===== src/rtl/hovalaag_run_ctrl_if.sv =====
// Control/status bundle between the Hovalaag harness and its run controller.
// The harness (master) drives the run controls and the CPU's PC; the controller answers with the enable and status.
interface hovalaag_run_ctrl_if #(
    parameter int ADDR_W = 8,
    parameter int RATE_W = 2,
    parameter int CNT_W  = 16
);
    logic              run;
    logic [RATE_W-1:0] rate_sel;
    logic              step_btn;
    logic              bp_en;
    logic [ADDR_W-1:0] bp_addr;
    logic [ADDR_W-1:0] pc;
    logic              cpu_ce;
    logic              running;
    logic              bp_hit;
    logic [CNT_W-1:0]  step_count;

    modport master (
        output run, rate_sel, step_btn, bp_en, bp_addr, pc,
        input  cpu_ce, running, bp_hit, step_count
    );

    modport slave (
        input  run, rate_sel, step_btn, bp_en, bp_addr, pc,
        output cpu_ce, running, bp_hit, step_count
    );
endinterface


===== src/rtl/hovalaag_run_ctrl.sv =====
// Hovalaag run controller: produces a one-cycle CPU clock enable on the board clock
// from debounced single-step, rate-divided free-run and an address breakpoint.
//
// state    | meaning
// ST_STOP  | CPU held; each debounced step press gives one cpu_ce
// ST_RUN   | free-run, one cpu_ce per divider period
// ST_BREAK | halted before the instruction at bp_addr; a step press executes it and resumes
module hovalaag_run_ctrl #(
    parameter int ADDR_W     = 8,
    parameter int DIV_W      = 24,
    parameter int RATE_W     = 2,
    parameter int RATE_SHIFT = 3,
    parameter int DEBOUNCE   = 65535,
    parameter int CNT_W      = 16
) (
    input  logic                  clk,
    input  logic                  reset,
    hovalaag_run_ctrl_if.slave    bus
);

    localparam int DB_W = $clog2(DEBOUNCE + 1);
    localparam logic [DIV_W-1:0] DIV_ONES = '1;

    localparam logic [1:0] ST_STOP  = 2'd0;
    localparam logic [1:0] ST_RUN   = 2'd1;
    localparam logic [1:0] ST_BREAK = 2'd2;

    logic              sync1_q, sync1_d;
    logic              sync2_q, sync2_d;
    logic [DB_W-1:0]   deb_cnt_q, deb_cnt_d;
    logic              deb_lvl_q, deb_lvl_d;
    logic              step_evt_q, step_evt_d;

    logic [1:0]        state_q, state_d;
    logic [DIV_W-1:0]  div_q, div_d;
    logic              armed_q, armed_d;
    logic              cpu_ce_q, cpu_ce_d;
    logic              running_q, running_d;
    logic              bp_hit_q, bp_hit_d;
    logic [CNT_W-1:0]  step_count_q, step_count_d;

    logic [RATE_W-1:0] rate_w;
    logic [ADDR_W-1:0] pc_w, bp_addr_w;
    logic [31:0]       shift_amt;
    logic [DIV_W-1:0]  div_term;
    logic              bp_match;

    assign rate_w    = bus.rate_sel;
    assign pc_w      = bus.pc;
    assign bp_addr_w = bus.bp_addr;

    always_comb begin
        sync1_d    = bus.step_btn;
        sync2_d    = sync1_q;
        deb_cnt_d  = '0;
        deb_lvl_d  = deb_lvl_q;
        if (sync2_q != deb_lvl_q) begin
            if (deb_cnt_q == DB_W'(DEBOUNCE - 1)) begin
                deb_lvl_d = sync2_q;
            end else begin
                deb_cnt_d = deb_cnt_q + 1'b1;
            end
        end
        step_evt_d = deb_lvl_d & ~deb_lvl_q;
    end

    // Terminal count is P-1 = all-ones shifted down; a zero result means P would drop below 2.
    always_comb begin
        shift_amt = RATE_SHIFT * 32'(rate_w);
        div_term  = DIV_ONES >> shift_amt;
        if (div_term == '0) begin
            div_term = DIV_W'(1);
        end
    end

    assign bp_match = bus.bp_en && armed_q && (pc_w == bp_addr_w);

    always_comb begin
        state_d  = state_q;
        div_d    = '0;
        armed_d  = armed_q;
        cpu_ce_d = 1'b0;
        case (state_q)
            ST_STOP: begin
                if (bus.run) begin
                    state_d = ST_RUN;
                    armed_d = 1'b0;
                end else if (step_evt_q) begin
                    cpu_ce_d = 1'b1;
                end
            end
            ST_RUN: begin
                if (!bus.run) begin
                    state_d = ST_STOP;
                end else if (div_q >= div_term) begin
                    if (bp_match) begin
                        state_d = ST_BREAK;
                    end else begin
                        cpu_ce_d = 1'b1;
                        armed_d  = 1'b1;
                    end
                end else begin
                    div_d = div_q + 1'b1;
                end
            end
            ST_BREAK: begin
                if (!bus.run) begin
                    state_d = ST_STOP;
                end else if (step_evt_q) begin
                    cpu_ce_d = 1'b1;
                    armed_d  = 1'b1;
                    state_d  = ST_RUN;
                end
            end
            default: state_d = ST_STOP;
        endcase
        running_d    = (state_d == ST_RUN);
        bp_hit_d     = (state_d == ST_BREAK);
        step_count_d = step_count_q + CNT_W'(cpu_ce_d);
    end

    always_ff @(posedge clk) begin
        if (reset) begin
            sync1_q      <= 1'b0;
            sync2_q      <= 1'b0;
            deb_cnt_q    <= '0;
            deb_lvl_q    <= 1'b0;
            step_evt_q   <= 1'b0;
            state_q      <= ST_STOP;
            div_q        <= '0;
            armed_q      <= 1'b0;
            cpu_ce_q     <= 1'b0;
            running_q    <= 1'b0;
            bp_hit_q     <= 1'b0;
            step_count_q <= '0;
        end else begin
            sync1_q      <= sync1_d;
            sync2_q      <= sync2_d;
            deb_cnt_q    <= deb_cnt_d;
            deb_lvl_q    <= deb_lvl_d;
            step_evt_q   <= step_evt_d;
            state_q      <= state_d;
            div_q        <= div_d;
            armed_q      <= armed_d;
            cpu_ce_q     <= cpu_ce_d;
            running_q    <= running_d;
            bp_hit_q     <= bp_hit_d;
            step_count_q <= step_count_d;
        end
    end

    assign bus.cpu_ce     = cpu_ce_q;
    assign bus.running    = running_q;
    assign bus.bp_hit     = bp_hit_q;
    assign bus.step_count = step_count_q;

endmodule

===== src/flat_wrapper.sv =====
// flat-port wrapper written by rule: the top's interface ports become plain ports
module hovalaag_run_ctrl_flat 
#(
    parameter int ADDR_W     = 8,
    parameter int DIV_W      = 24,
    parameter int RATE_W     = 2,
    parameter int RATE_SHIFT = 3,
    parameter int DEBOUNCE   = 65535,
    parameter int CNT_W      = 16
)
  (clk, reset, bus_run, bus_rate_sel, bus_step_btn, bus_bp_en, bus_bp_addr, bus_pc, bus_cpu_ce, bus_running, bus_bp_hit, bus_step_count);
  hovalaag_run_ctrl_if #(.ADDR_W(ADDR_W), .RATE_W(RATE_W), .CNT_W(CNT_W)) bus_i ();
  input  logic clk;
  input  logic reset;
  input wire logic [$bits(bus_i.run)-1:0] bus_run;
  input wire logic [$bits(bus_i.rate_sel)-1:0] bus_rate_sel;
  input wire logic [$bits(bus_i.step_btn)-1:0] bus_step_btn;
  input wire logic [$bits(bus_i.bp_en)-1:0] bus_bp_en;
  input wire logic [$bits(bus_i.bp_addr)-1:0] bus_bp_addr;
  input wire logic [$bits(bus_i.pc)-1:0] bus_pc;
  output wire logic [$bits(bus_i.cpu_ce)-1:0] bus_cpu_ce;
  output wire logic [$bits(bus_i.running)-1:0] bus_running;
  output wire logic [$bits(bus_i.bp_hit)-1:0] bus_bp_hit;
  output wire logic [$bits(bus_i.step_count)-1:0] bus_step_count;
  assign bus_i.run = bus_run;
  assign bus_i.rate_sel = bus_rate_sel;
  assign bus_i.step_btn = bus_step_btn;
  assign bus_i.bp_en = bus_bp_en;
  assign bus_i.bp_addr = bus_bp_addr;
  assign bus_i.pc = bus_pc;
  assign bus_cpu_ce = bus_i.cpu_ce;
  assign bus_running = bus_i.running;
  assign bus_bp_hit = bus_i.bp_hit;
  assign bus_step_count = bus_i.step_count;
  hovalaag_run_ctrl #(.ADDR_W(ADDR_W), .DIV_W(DIV_W), .RATE_W(RATE_W), .RATE_SHIFT(RATE_SHIFT), .DEBOUNCE(DEBOUNCE), .CNT_W(CNT_W)) u_core (.clk(clk), .reset(reset), .bus(bus_i));
endmodule

===== config.mk =====
export PLATFORM = sky130hd
export DESIGN_NAME = hovalaag_run_ctrl_flat
export DESIGN_NICKNAME = d
export VERILOG_FILES = /design/src/rtl/hovalaag_run_ctrl_if.sv /design/src/rtl/hovalaag_run_ctrl.sv /design/src/flat_wrapper.sv
export SDC_FILE = /design/constraint.sdc
export NUM_CORES = 1
export LEC_CHECK = 0
export ABC_AREA = 0
export CAP_MARGIN = 0
export CELL_PAD_IN_SITES_DETAIL_PLACEMENT = 0
export CELL_PAD_IN_SITES_GLOBAL_PLACEMENT = 2
export CORE_UTILIZATION = 37
export DETAILED_ROUTE_END_ITERATION = 8
export GPL_TIMING_DRIVEN = 0
export PLACE_DENSITY = 0.81
export SYNTH_ARGS = -nofsm -noshare
export SYNTH_HDL_FRONTEND = slang
export SYNTH_SLANG_ARGS = --single-unit

===== constraint.sdc =====
create_clock -name clk -period 8 [get_ports clk]
set_input_delay 1.6 -clock clk [delete_from_list [all_inputs] [get_ports clk]]
set_output_delay 1.6 -clock clk [all_outputs]
set_load 0.005 [all_outputs]

=== After elaboration in Yosys (flattened, before gate mapping) ===
Cells that the tools add are included.

* Flip-flop bits (word level): 66
* Input bits: 23
* Output and inout port bits: 19
* Logic and storage cells: 68

* $add $sub $neg: 3
* $mul: 1
* Order comparisons: 1
* Equal/unequal tests: 13
* Shift operators: 1
* Multiplexer cells: 24
* Bitwise gates (word level): 5
* Reduce and logical (&&, ||, !) cells: 8

{| class="wikitable"
|+ Operator list
! operator !! number
|-
| $add A24 B1 Y24 const B || 1
|-
| $ge A24 B24 Y1 || 1
|-
| $logic_not A24 Y1 || 1
|-
| $mux W24 || 1
|-
| $shr A24 B4 Y24 const A || 1
|-
| $add A16 B1 Y16 || 1
|-
| $add A16 B1 Y16 const B || 1
|-
| $eq A16 B16 Y1 const B || 1
|-
| $mux W1 || 14
|-
| $mux W2 || 6
|-
| $eq A8 B8 Y1 || 1
|-
| $ne A2 B2 Y1 const B || 4
|-
| $reduce_and A7 Y1 || 1
|-
| $pmux W1 S3 || 2
|-
| $pmux W2 S3 || 1
|-
| $eq A2 B1 Y1 const B || 2
|-
| $eq A2 B2 Y1 const B || 2
|-
| $mul A2 B2 Y4 const A || 1
|-
| $ne A2 B1 Y1 const B || 2
|-
| $not A1 Y1 || 4
|-
| $reduce_or A4 Y1 || 1
|-
| $reduce_bool A3 Y1 || 1
|-
| $reduce_or A3 Y1 || 1
|-
| $logic_and A1 B1 Y1 || 2
|-
| other kinds (3) || 3
|}

=== Logic depth before layout (Yosys ltp) ===
* Depth in word-level cells: 9
* Mapped depth: 14
* Depth with buffers taken out: 13

=== Least setup slack after synthesis ===
No wires, ideal clock.

* Path type: input port to flip-flop
* Start point: input bus_rate_sel[1]
* End point: register u_core.step_count_q[14], in the netlist u_core.bus.step_count[14]
* Setup time: 0.071 ns
* Arrival: 4.179 ns
* Data required time: 7.929 ns
* Setup slack: 3.751 ns
* Stages: 14
* Buffers on the path: 1
* Cell sequence: or2_2 ha_1 nand4_1 a31oi_1 a211oi_4 o31ai_4 a32o_1 ha_1 ha_1 and2_1 clkbuf_1 nand4_1 or3_1 a21oi_1

* Longest elaborated chain between the ends: 9

{| class="wikitable"
|+ RTL lines
! item !! RTL line !! RTL
|-
| from (decl) || flat_wrapper.sv:16 || <nowiki>input wire logic [$bits(bus_i.rate_sel)-1:0] bus_rate_sel;</nowiki>
|-
| $mul A2 B2 Y4 * || hovalaag_run_ctrl.sv:69 || <nowiki>shift_amt = RATE_SHIFT * 32'(rate_w);</nowiki>
|-
| $shr A24 B4 Y24 * || hovalaag_run_ctrl.sv:70 || <nowiki>div_term = DIV_ONES >> shift_amt;</nowiki>
|-
| $logic_not A24 Y1 || hovalaag_run_ctrl.sv:71 || <nowiki>if (div_term == '0) begin</nowiki>
|-
| $mux W24 * || hovalaag_run_ctrl.sv:71 ||
|-
| $ge A24 B24 Y1 * || hovalaag_run_ctrl.sv:95 || <nowiki>end else if (div_q >= div_term) begin</nowiki>
|-
| $mux W1 * || hovalaag_run_ctrl.sv:95 ||
|-
| $mux W1 * || hovalaag_run_ctrl.sv:93 || <nowiki>if (!bus.run) begin</nowiki>
|-
| $pmux W1 S3 * || hovalaag_run_ctrl.sv:83 || <nowiki>case (state_q)</nowiki>
|-
| named net u_core.cpu_ce_d || hovalaag_run_ctrl.sv:37 || <nowiki>logic cpu_ce_q, cpu_ce_d;</nowiki>
|-
| $add A16 B1 Y16 * || hovalaag_run_ctrl.sv:119 || <nowiki>step_count_d = step_count_q + CNT_W'(cpu_ce_d);</nowiki>
|-
| to (signal assigned) || hovalaag_run_ctrl.sv:148 || <nowiki>step_count_q <= step_count_d;</nowiki>
|-
| to (decl) || hovalaag_run_ctrl.sv:40 || <nowiki>logic [CNT_W-1:0] step_count_q, step_count_d;</nowiki>
|}

The timed path passes the listed nets; every way through them passes the cells marked *.
A chain may end at the register's enable or synchronous reset.

=== Final worst setup path ===
Same ends and word-level chain as after synthesis.

==> run summary <==
arrival time reported for the critical path endpoint: 4.96 ns
total global routing overflow: 0
vias in the first global route: 2553
vertical die dimension: 98.66 um
FILL cells: 865
top flip-flop cell by instance count after synthesis: sky130_fd_sc_hd__dfxtp_1
max-cap violations: 0
Sw Pwr: 154.6 uW
synthesis warning total: 0
design area: 4212 um^2
post-synthesis cell count: 367
aggregate routed wire length: 6.563 mm
Critical Setup Path Class: input pin to register
Root Buffer Master: sky130_fd_sc_hd__clkbuf_8
number of rows in the core area: 34
worst clock skew on the final layout: 0.01001 ns
Final Hold Violating Endpoints: 0
antenna violations before repair: 0
I/O Buffers: 40
Core Box Area: 8891 um^2
transition at the pin with the smallest max-transition slack: 0.6512 ns
Layout Area Growth over Synthesis: 21.82%
main area contributors after synthesis: sky130_fd_sc_hd__dfxtp_1 (38%), sky130_fd_sc_hd__ha_1 (8.3%), sky130_fd_sc_hd__xor2_1 (8.1%), sky130_fd_sc_hd__xnor2_1 (6.1%), sky130_fd_sc_hd__nor2_4 (5.5%)
first-pass GRT wire length: 11.51 mm
deepest clock path buffer count: 2
class of the tightest hold or removal check: register to register
ratio of cells with drive above 1 in the final layout: 11.94%
Post-Place Cells: 519
Detail Placement HPWL: 4.851 mm
number of diodes: 0
endpoint class of the critical path: register
fraction of power consumed by combinational cells: 6.5%
cell internal power dissipation: 505.3 uW
CTS buffer count: 9
power share of the clock group: 43.2%
RSZ-0062 raised after global routing: no
Setup crit start kind: input pin
post-CTS setup buffer count: 0
Post-CTS Hold Fix Bufs: 0
power per unit of standard cell area: 156.7 nW/um^2
1st-pass router iterations: 4
outcome: completed
fin nets: 468
vias per std cell: 4.864
non-filler instance count after layout: 535
detailed-route wire length per cell: 12.27 um
Max transition margin: 56.32%
worst ir drop on vdd: 0.06937 mV
I/O pins: 42
library cell with the highest instance count after synthesis: sky130_fd_sc_hd__dfxtp_1
Fmax achieved: 213.1 MHz
initial core utilization: 38.88%
power share of the sequential group: 50.3%
Seq cells post-synth: 66
Final Critical Period: 4.692 ns
die area: 9734 um^2
antenna viol nets, final: 0
endpoints failing setup: 0
via count of the routed design: 2602
asr flop ratio synth: 0%
die outline width: 98.66 um
drt initial violations: 55
library cell occupying the most area in the post-synthesis netlist: sky130_fd_sc_hd__dfxtp_1
Avg Synthesized Cell Area: 9.420 um^2
total global-route track usage: 14.76%
clk slew on worst S/H paths: 0.08 ns
post-cts repair resize count: 0
data required time at the worst endpoint: 8.27 ns
count of clock tree sinks: 66
Switching Fraction: 23.43%
netlist area before placement: 3457 um^2
Slew Limit Fails: 0
area after detailed placement: 4008 um^2
count of different cell masters after synthesis: 44
Commonest cells post-synth: sky130_fd_sc_hd__dfxtp_1 (66), sky130_fd_sc_hd__nor2_1 (42), sky130_fd_sc_hd__xor2_1 (32), sky130_fd_sc_hd__nand2_1 (24), sky130_fd_sc_hd__xnor2_1 (24)
clock network latency to the later pin of the worst-skew pair: 0.34 ns
last weighted congestion value of the routability-driven placer: 0.7888
EDFF count, synth: 0
pin count of the biggest net entering global routing: 13
proportion of netlist area held by the largest area contributor: 38.22%
leakage power figure: 1.506 nW
DRC: 0
final worst path period share: 58.64%
H-tree levels: 3
Sum Neg Setup Slack: 0 ns
clock tree from TritonCTS: done
worst-path fanout max: 6
sequential share of the synthesized area: 38.22%
==> state kept, by name (all words and copies together) (netlist names) <==
name and flops:
u_core.div_q 24, u_core.bus.step_count 16, u_core.deb_cnt_q 16, u_core.state_q 2
u_core.armed_q 1, u_core.bus.bp_hit 1, u_core.bus.cpu_ce 1, u_core.bus.running 1
u_core.deb_lvl_q 1, u_core.step_evt_q 1, u_core.sync1_q 1, u_core.sync2_q 1
==> power groups by stage <==
stage / registers, mW / clock network (mW) / logic (mW)
after CTS: 0.332 / 0.297 / 0.0438
after detailed placement: 0.340 / 0 / 0.0435
after global placement: 0.340 / 0 / 0.0430
final: 0.332 / 0.285 / 0.0431
after global routing: 0.332 / 0.311 / 0.0477
after floorplan: 0.339 / 0 / 0.0257
==> per-stage QoR <==
| step | hold slack, ns | power [mW] | setup slack, ns | utilization [%] |
|---|---|---|---|---|
| 6_report | 0.4584 | 0.6599 | 3.308 | 47.37 |
| 5_1_grt | 0.4782 | 0.6912 | 3.025 | 47.37 |
| 4_1_cts | 0.4645 | 0.6729 | 3.261 | 47.37 |
| 3_5_place_dp | 0.4368 | 0.3832 | 2.893 | 45.07 |
| 3_3_place_gp | 0.4207 | 0.3826 | 2.929 | 45.07 |
| 2_1_floorplan | 0.4138 | 0.3649 | 3.751 | - |
==> path summary, 6_finish.rpt <==
path                                      start                         to  slack (ns)  cells past startpoint
worst min-delay path             u_core.sync1_q             u_core.sync2_q        0.46                      1
worst min register to register   u_core.sync1_q             u_core.sync2_q        0.46                      1
worst max-delay path            bus_rate_sel[1]  u_core.bus.step_count[14]        3.31                     15
worst max register to register  u_core.div_q[0]  u_core.bus.step_count[14]        4.79                     13
==> cells in the final DEF, fill, tap and decap left out, types with 3 or more instances in the layout <==
cell type                          n
sky130_fd_sc_hd__dfxtp_1          66
sky130_fd_sc_hd__nor2_1           42
sky130_fd_sc_hd__clkdlybuf4s50_1  40
sky130_fd_sc_hd__xor2_1           32
sky130_fd_sc_hd__nand2_1          24
sky130_fd_sc_hd__xnor2_1          24
sky130_fd_sc_hd__ha_1             23
sky130_fd_sc_hd__nand3_1          22
sky130_fd_sc_hd__nor2_4           17
sky130_fd_sc_hd__nand4_1          13
sky130_fd_sc_hd__and3_1           11
sky130_fd_sc_hd__inv_1            10
sky130_fd_sc_hd__clkbuf_8         10
sky130_fd_sc_hd__a21oi_1           9
sky130_fd_sc_hd__o21ai_0           7
sky130_fd_sc_hd__clkbuf_1          6
sky130_fd_sc_hd__and2_1            5
sky130_fd_sc_hd__conb_1            5
sky130_fd_sc_hd__nor3_1            4
sky130_fd_sc_hd__nor2b_1           4
sky130_fd_sc_hd__or3_1             4
sky130_fd_sc_hd__and4_1            4
sky130_fd_sc_hd__nor2_2            4
sky130_fd_sc_hd__nand4_2           3
sky130_fd_sc_hd__a31oi_1           3
sky130_fd_sc_hd__nand2b_1          3
sky130_fd_sc_hd__a211oi_1          3
sky130_fd_sc_hd__clkinv_4          3
==> kinds of logic after synthesis <==
group	synth area share, %
fa+ha+maj	8.324
other cells	0.1085
simple gates	28.23
mux	0.5791
xor+xnor	14.19
flops	38.22
compound gates	6.985
buf+inv	3.366
==> critical path, stage by stage <==
cell and delay (ns):
sky130_fd_sc_hd__clkdlybuf4s50_1 0.44, sky130_fd_sc_hd__or2_2 0.35, sky130_fd_sc_hd__ha_1 0.34, sky130_fd_sc_hd__nand4_1 0.17
sky130_fd_sc_hd__a31oi_1 0.30, sky130_fd_sc_hd__a211oi_4 0.08, sky130_fd_sc_hd__o31ai_4 0.11, sky130_fd_sc_hd__a32o_1 0.22
sky130_fd_sc_hd__ha_1 0.20, sky130_fd_sc_hd__ha_1 0.18, sky130_fd_sc_hd__and2_1 0.12, sky130_fd_sc_hd__clkbuf_1 0.24
sky130_fd_sc_hd__nand4_1 0.15, sky130_fd_sc_hd__or3_1 0.32, sky130_fd_sc_hd__a21oi_1 0.13
==> layout make-up <==
class	instances	area [um^2]	area share, %
Inverter	10	37.54	0.8913
Clock buffer	10	137.6	3.268
Multi-Input combinational cell	285	2034	48.31
Buffer	10	78.83	1.872
Tap cell	108	135.1	3.209
Sequential cell	66	1321	31.37
Timing Repair Buffer	40	400.4	9.507
Clock inverter	6	66.31	1.575
==> routing by layer <==
metal  track usage (%)  wire (um)
met5                 0          0
met2             24.70       3066
met4             7.463        117
met3             2.908        203
met1             18.10       3175
Power figures use the tool's default switching activity.
